==> config.mk <==
export PLATFORM = sky130hd
export DESIGN_NAME = rs_hs_pipeline_relay_stage
export DESIGN_NICKNAME = d
export VERILOG_FILES = /design/src/rtl/rs_hs_pipeline_relay_stage.sv
export SDC_FILE = /design/constraint.sdc
export NUM_CORES = 1
export LEC_CHECK = 0
export ABC_AREA = 1
export ABC_CLOCK_PERIOD_IN_PS = 1400
export CAP_MARGIN = 15
export CORE_ASPECT_RATIO = 1.75
export CORE_UTILIZATION = 40
export CTS_CLUSTER_DIAMETER = 120
export DETAILED_ROUTE_END_ITERATION = 10
export MAX_ROUTING_LAYER = met4
export PLACE_DENSITY = 0.66
export RECOVER_POWER = 25
export SYNTH_ARGS = -nofsm -noshare
export SYNTH_HDL_FRONTEND = slang
export SYNTH_SLANG_ARGS = --single-unit
==> constraint.sdc <==
create_clock -name clk -period 1.4 [get_ports clk]
set_input_delay 0.35 -clock clk [delete_from_list [all_inputs] [get_ports clk]]
set_output_delay 0.35 -clock clk [all_outputs]
set_load 0.02 [all_outputs]
==> src/rtl/rs_hs_pipeline_relay_stage.sv <==
// Registered 2-entry skid relay behind the head gate; all outputs from flops.
// Define RS_RELAY_STATS_EN to add stall_cycles / word_count counters.
module rs_hs_pipeline_relay_stage #(
  parameter int DATA_WIDTH = 32,
  parameter     __REGION   = ""
) (
  input  logic                  clk,
  input  logic                  reset,
  output logic                  if_full_n,
  input  logic                  if_write,
  input  logic [DATA_WIDTH-1:0] if_din,
  output logic                  if_empty_n,
  input  logic                  if_read,
  output logic [DATA_WIDTH-1:0] if_dout
`ifdef RS_RELAY_STATS_EN
  ,
  output logic [31:0]           stall_cycles,
  output logic [31:0]           word_count
`endif
);

  typedef enum logic [1:0] {
    EMPTY = 2'd0,
    ONE   = 2'd1,
    FULL  = 2'd2
  } state_t;

  state_t                state_q, state_d;
  logic [DATA_WIDTH-1:0] main_q, main_d;
  logic [DATA_WIDTH-1:0] skid_q, skid_d;
  logic                  accept, deliver;

  assign accept  = if_write & if_full_n;
  assign deliver = if_empty_n & if_read;
  assign if_dout = main_q;

  always_comb begin
    state_d = state_q;
    main_d  = main_q;
    skid_d  = skid_q;
    unique case (state_q)
      EMPTY: begin
        if (accept) begin
          state_d = ONE;
          main_d  = if_din;
        end
      end
      ONE: begin
        unique case (1'b1)
          accept & ~deliver: begin
            state_d = FULL;
            skid_d  = if_din;
          end
          deliver & ~accept: state_d = EMPTY;
          accept & deliver:  main_d  = if_din;
          default: ;
        endcase
      end
      FULL: begin
        // if_full_n is low here, so only a drain can happen
        if (deliver) begin
          state_d = ONE;
          main_d  = skid_q;
        end
      end
      default: state_d = EMPTY;
    endcase
  end

  always_ff @(posedge clk) begin
    if (reset) begin
      state_q    <= EMPTY;
      main_q     <= '0;
      skid_q     <= '0;
      if_empty_n <= 1'b0;
      if_full_n  <= 1'b0;
    end else begin
      state_q    <= state_d;
      main_q     <= main_d;
      skid_q     <= skid_d;
      if_empty_n <= (state_d != EMPTY);
      if_full_n  <= (state_d != FULL);
    end
  end

`ifdef RS_RELAY_STATS_EN
  always_ff @(posedge clk) begin
    if (reset) begin
      stall_cycles <= '0;
      word_count   <= '0;
    end else begin
      if (if_empty_n & ~if_read)
        stall_cycles <= stall_cycles + 32'd1;
      if (deliver)
        word_count <= word_count + 32'd1;
    end
  end
`endif

endmodule

==> run summary, run 1 <==
Static Leak: 2.15 nW
Final Cycle Share: 98.1%
clock root buffer: clkbuf_16
DR vias/cell: 4.51
number of global-route vias before repair: 2757
GP Congestion: 0.737
initial antenna violation count: 0
GRT Overall Usage: 20.0%
share of layout cells above drive strength 1: 6.28%
Cell variety after synth: 16
# port buffers: 69
CTS clk-pin slew, worst paths: 50 ps
die area: 7760 µm²
Yosys warning count: 0
Post-CTS Setup Inserts: 0
Synth Area in XOR/XNOR: 0%
die height: 116 µm
final count of pins violating max slew: 0
status: complete, no violations
Max-Cap Viols: 0
unrepaired setup endpoints after global routing: true
Critical Path Fanout Max: 3
Worst path slowest cell: dfxtp_1
most common cell after layout, fill and taps aside: nand2_1
dpl cells: 611
Initial DRT Pass Iterations: 4
syn nets: 505
final wirelength: 6.75 mm
Sum Neg Setup Slack: 0 ps
largest net degree at the start of global routing: 65
drt first-iter violations: 205
Syn Std Cell Area: 2960 µm²
Crit path depth: 1
Final Non-Filler Cells: 627
nets: 573
placed wire-length estimate: 4.20 mm
Area growth syn-to-layout: 36.6%
CP Data Required Time: 1050 ps
critical setup path kind: reg -> out
worst hold path class: reg -> reg
H-tree lvl count: 3
CTS Buf Count: 9
largest family of logic cells by synthesized area: simple AND/OR/NAND/NOR gates
FMAX: 728 MHz
delay-heaviest family, CP: flip-flops
clock tree buffer depth: 2
max_slew headroom: 82.1%
sequential fraction of the synthesis area: 46.0%
worst setup margin: 26.1 ps
area share of fa/ha/maj cells after synthesis: 0%
placed cell area: 3780 µm²
Hold Crit Start: skid_q[27]
routed wire length per instance: 10.8 µm
Simple-Gate Fraction of Synth Area: 38.6%
io pins: 70
Initial Util: 41.2%
total grt overflow: 0
worst skew pair latency: 330 ps
hold_ws: 503 ps
complex-gate fraction of the synthesized area: 6.09%
utilization after layout: 56.3%
Core Region: 7180 µm²
Critical Path AT: 1020 ps
CP startpoint: if_full_n
Crit Reg-Reg Startpoint: state_q[1]
post-synthesis mux area share: 0%
min cycle time layout: 1370 ps
die width: 67.0 µm
endpoints failing setup: 0
Peak VDD IR: 0.000761 V
Residual DRC: 0
measured slew at the worst slew-check pin: 268 ps
Pwr per Cell Area: 1260 nW/µm²
CP Launch Type: register
Reg2Reg Setup Slack: 130 ps
crit end category: output pin
final worst clock skew: 6.61 ps
Post-Syn Instances: 469
FF-to-FF path depth: 8
final instance area: 4050 µm²
Pwr Total: 5.09 mW
Seq cells post-synth: 68
CP cell instances: dlygate4sd2_1
Syn Area/Cell: 6.31 µm²
cts hold-fix bufs: 0
Fin. Hold Viols: 0
first-pass GRT wire length: 11.5 mm
CTS tree: built
antenna viol nets, final: 0
std cell rows: 41
Placement Setup Slack: -256 ps
slowest stage delay, CP: 350 ps
most frequent cells in the layout: nand2_1 (165), nor2_1 (131), dfxtp_1 (68), inv_1 (35), clkdlybuf4s50_1 (35)
clk sinks: 68
ANT cells: 0
hold depth: 2
via count: 2828
WP buf/inv: 1
-- kinds of logic after synthesis --
group	count (synthesis)
AOI/OAI and AO/OA	36
buffers and inverters	63
DFF	68
and+or+nand+nor	302
-- worst paths after layout --
path,endpoint
worst max-delay path,if_full_n
worst min-delay path,skid_q[27]
worst max register to register,if_dout[2]
worst min register to register,skid_q[27]
-- cell usage after synthesis --
cell type / instances / area share (%)
inv_2: 2 / 0.25
buf_6: 2 / 0.76
o21ai_0: 29 / 4.9
buf_2: 8 / 1.4
a21oi_1: 3 / 0.51
nor2_2: 1 / 0.21
nor2_1: 132 / 17
nand2_1: 166 / 21
clkbuf_1: 11 / 1.4
nand2_2: 2 / 0.42
nand3_1: 1 / 0.17
clkinv_1: 1 / 0.13
dfxtp_1: 68 / 46
inv_1: 35 / 4.4
o21ai_1: 4 / 0.68
buf_4: 4 / 1.0
-- final cells by class --
cell class / count / area [µm²]
flip-flops and latches: 68 / 1360
well taps: 86 / 108
clock buffers: 13 / 250
inverters: 38 / 143
clock inverters: 2 / 35.0
fillers: 729 / 3140
repair buffers: 82 / 807
multi-input cells: 338 / 1340
-- sequential cells by signal, summed over array words and instances (netlist names) --
signal and count:
state_q 2, if_full_n 1, skid_q 32, if_empty_n 1, if_dout 32
-- power by group --
group | switching (mW) | internal [mW] | leakage (nW)
registers | 0.0577 | 2.06 | 0.556
logic | 0.442 | 0.339 | 1.46
clock network | 0.770 | 1.41 | 0.140
-- timing repair --
| item | CTS | global route |
|---|---|---|
| resized for setup | 34 | 4 |
| cloned | 0 | 1 |
| pin swaps | 0 | 1 |
| endpoints found under the setup margin | 34 | 38 |
-- layer usage --
layer	global-route usage (%)	wire length, µm	part of all wire [%]
met5	-	0	0
met4	8.09	120	1.8
met3	5.31	278	4.1
met2	33.6	3350	50
met1	21.7	3000	44
Power figures use the tool's default switching activity.
==> run 2, diff against run 1 <==
--- a/config.mk
+++ b/config.mk
@@ -9,11 +9,11 @@
 export ABC_CLOCK_PERIOD_IN_PS = 1400
 export CAP_MARGIN = 15
 export CORE_ASPECT_RATIO = 1.75
-export CORE_UTILIZATION = 40
+export CORE_UTILIZATION = 49
 export CTS_CLUSTER_DIAMETER = 120
 export DETAILED_ROUTE_END_ITERATION = 10
 export MAX_ROUTING_LAYER = met4
-export PLACE_DENSITY = 0.66
+export PLACE_DENSITY = 0.79
 export RECOVER_POWER = 25
 export SYNTH_ARGS = -nofsm -noshare
 export SYNTH_HDL_FRONTEND = slang
==> run 2 against run 1 <==
  * Clock skew barely moved
  * Sequential power barely moved
  * Via count rose by 0.57%
  * First-iteration DRC count fell by 14%
  * Critical endpoint unchanged
  * Highest routed layer unchanged
==> run summary, run 2 (synthesis results as in run 1) <==
worst skew pair latency: 330 ps
status: complete, no violations
Post-CTS Setup Inserts: 0
Critical Path Fanout Max: 3
final worst clock skew: 6.93 ps
slowest stage delay, CP: 370 ps
CTS Buf Count: 9
CTS tree: built
drt first-iter violations: 176
FMAX: 734 MHz
die height: 105 µm
CTS clk-pin slew, worst paths: 70 ps
unrepaired setup endpoints after global routing: true
met2 Resource Use GR: 40.4%
first-pass GRT wire length: 11.7 mm
Final Cycle Share: 97.4%
CP Data Required Time: 1050 ps
final wirelength: 6.45 mm
Critical Path AT: 1010 ps
Area growth syn-to-layout: 31.4%
Static Leak: 2.08 nW
WP buf/inv: 1
Core Region: 5830 µm²
CP Launch Type: register
GP Congestion: 0.790
most frequent cells in the layout: nand2_1 (165), nor2_1 (131), dfxtp_1 (68), inv_1 (35), clkdlybuf4s50_1 (35)
placed wire-length estimate: 4.17 mm
clk sinks: 68
crit end category: output pin
die area: 6370 µm²
routed wire length per instance: 10.5 µm
Initial Util: 50.8%
area of the multi-input gates: 1340 µm²
Reg2Reg Setup Slack: 110 ps
DR vias/cell: 4.62
Pwr per Cell Area: 1090 nW/µm²
endpoints failing setup: 0
hold_ws: 505 ps
share of layout cells above drive strength 1: 6.32%
most common cell after layout, fill and taps aside: nand2_1
H-tree lvl count: 3
delay-heaviest family, CP: flip-flops
grt met3 use: 4.08%
largest net degree at the start of global routing: 65
number of global-route vias before repair: 2786
via count: 2844
cts hold-fix bufs: 0
Worst path slowest cell: dfxtp_1
die width: 60.8 µm
CP cell instances: clkdlybuf4s15_1
GRT Overall Usage: 24.1%
total grt overflow: 0
total area of sequential cells: 1360 µm²
Peak VDD IR: 0.000882 V
met1 Track Usage GR: 27.0%
Fin. Hold Viols: 0
min cycle time layout: 1360 ps
final count of pins violating max slew: 0
clock root buffer: clkbuf_8
utilization after layout: 66.7%
clock tree buffer depth: 2
antenna viol nets, final: 0
measured slew at the worst slew-check pin: 266 ps
io pins: 70
initial antenna violation count: 0
Residual DRC: 0
ANT cells: 0
max_slew headroom: 82.3%
gr busiest metal: met2
nets: 571
std cell rows: 37
worst hold path class: reg -> reg
filler instances: 555
Initial DRT Pass Iterations: 4
critical setup path kind: reg -> out
Max-Cap Viols: 0
# port buffers: 69
==> run 2: cell types whose count changed in the layout (fill, tap and decap cells not counted), moves of 2 or more <==
| cell | previous run | this run |
|---|---|---|
| clkbuf_16 | 9 | 0 |
| clkbuf_8 | 1 | 10 |
| clkinv_2 | 1 | 3 |
| clkbuf_1 | 3 | 1 |
| clkdlybuf4s15_1 | 0 | 2 |
| dlygate4sd2_1 | 34 | 31 |
==> run 2: repair_timing <==
action	in CTS	in global routing
gates resized for setup	34	8
pin swaps	0	2
setup endpoints to repair	34	11
==> run 2: cell type report <==
type	count	share of cell area [%]
clock buffers	11	3.63
clock inverters	3	0.386
inverters	38	3.67
multi-input cells	338	34.5
flip-flops and latches	68	35.0
well taps	78	2.51
repair buffers	80	20.4
==> run 2: stage by stage <==
stage	instance area [µm²]	power, mW	worst slack, ps	instances	TNS (ps)
3_5_place_dp	3760	2.99	-266	602	-15790
6_report	3890	4.23	36.8	616	0
5_1_grt	3890	4.46	-12.2	616	-26.1
4_1_cts	3880	4.26	10.2	616	0
2_1_floorplan	2960	2.62	92.9	469	0
3_3_place_gp	3760	2.98	-232	602	-12700
==> run 2: routing by layer <==
| layer | vias to the layer above | share of wire [%] |
|---|---|---|
| met1 | 1233 | 42 |
| met2 | 81 | 52 |
| li1 | 1520 | - |
| met4 | 0 | 1.5 |
| met5 | - | 0 |
| met3 | 10 | 5.0 |
==> run 2: power breakdown <==
part           total (mW)  internal (mW)  switching (mW)
logic               0.771          0.333           0.438
clock network        1.34          0.662           0.678
registers            2.12           2.06          0.0603
total                4.23           3.06            1.18
==> run 2: path summary, 6_finish.rpt <==
kind,startpoint,end,cells past startpoint
setup reg to reg,state_q[1],if_dout[20],8
setup / recovery,if_full_n,if_full_n,1
hold / removal,if_dout[16],if_dout[16],4
hold reg to reg,if_dout[16],if_dout[16],4
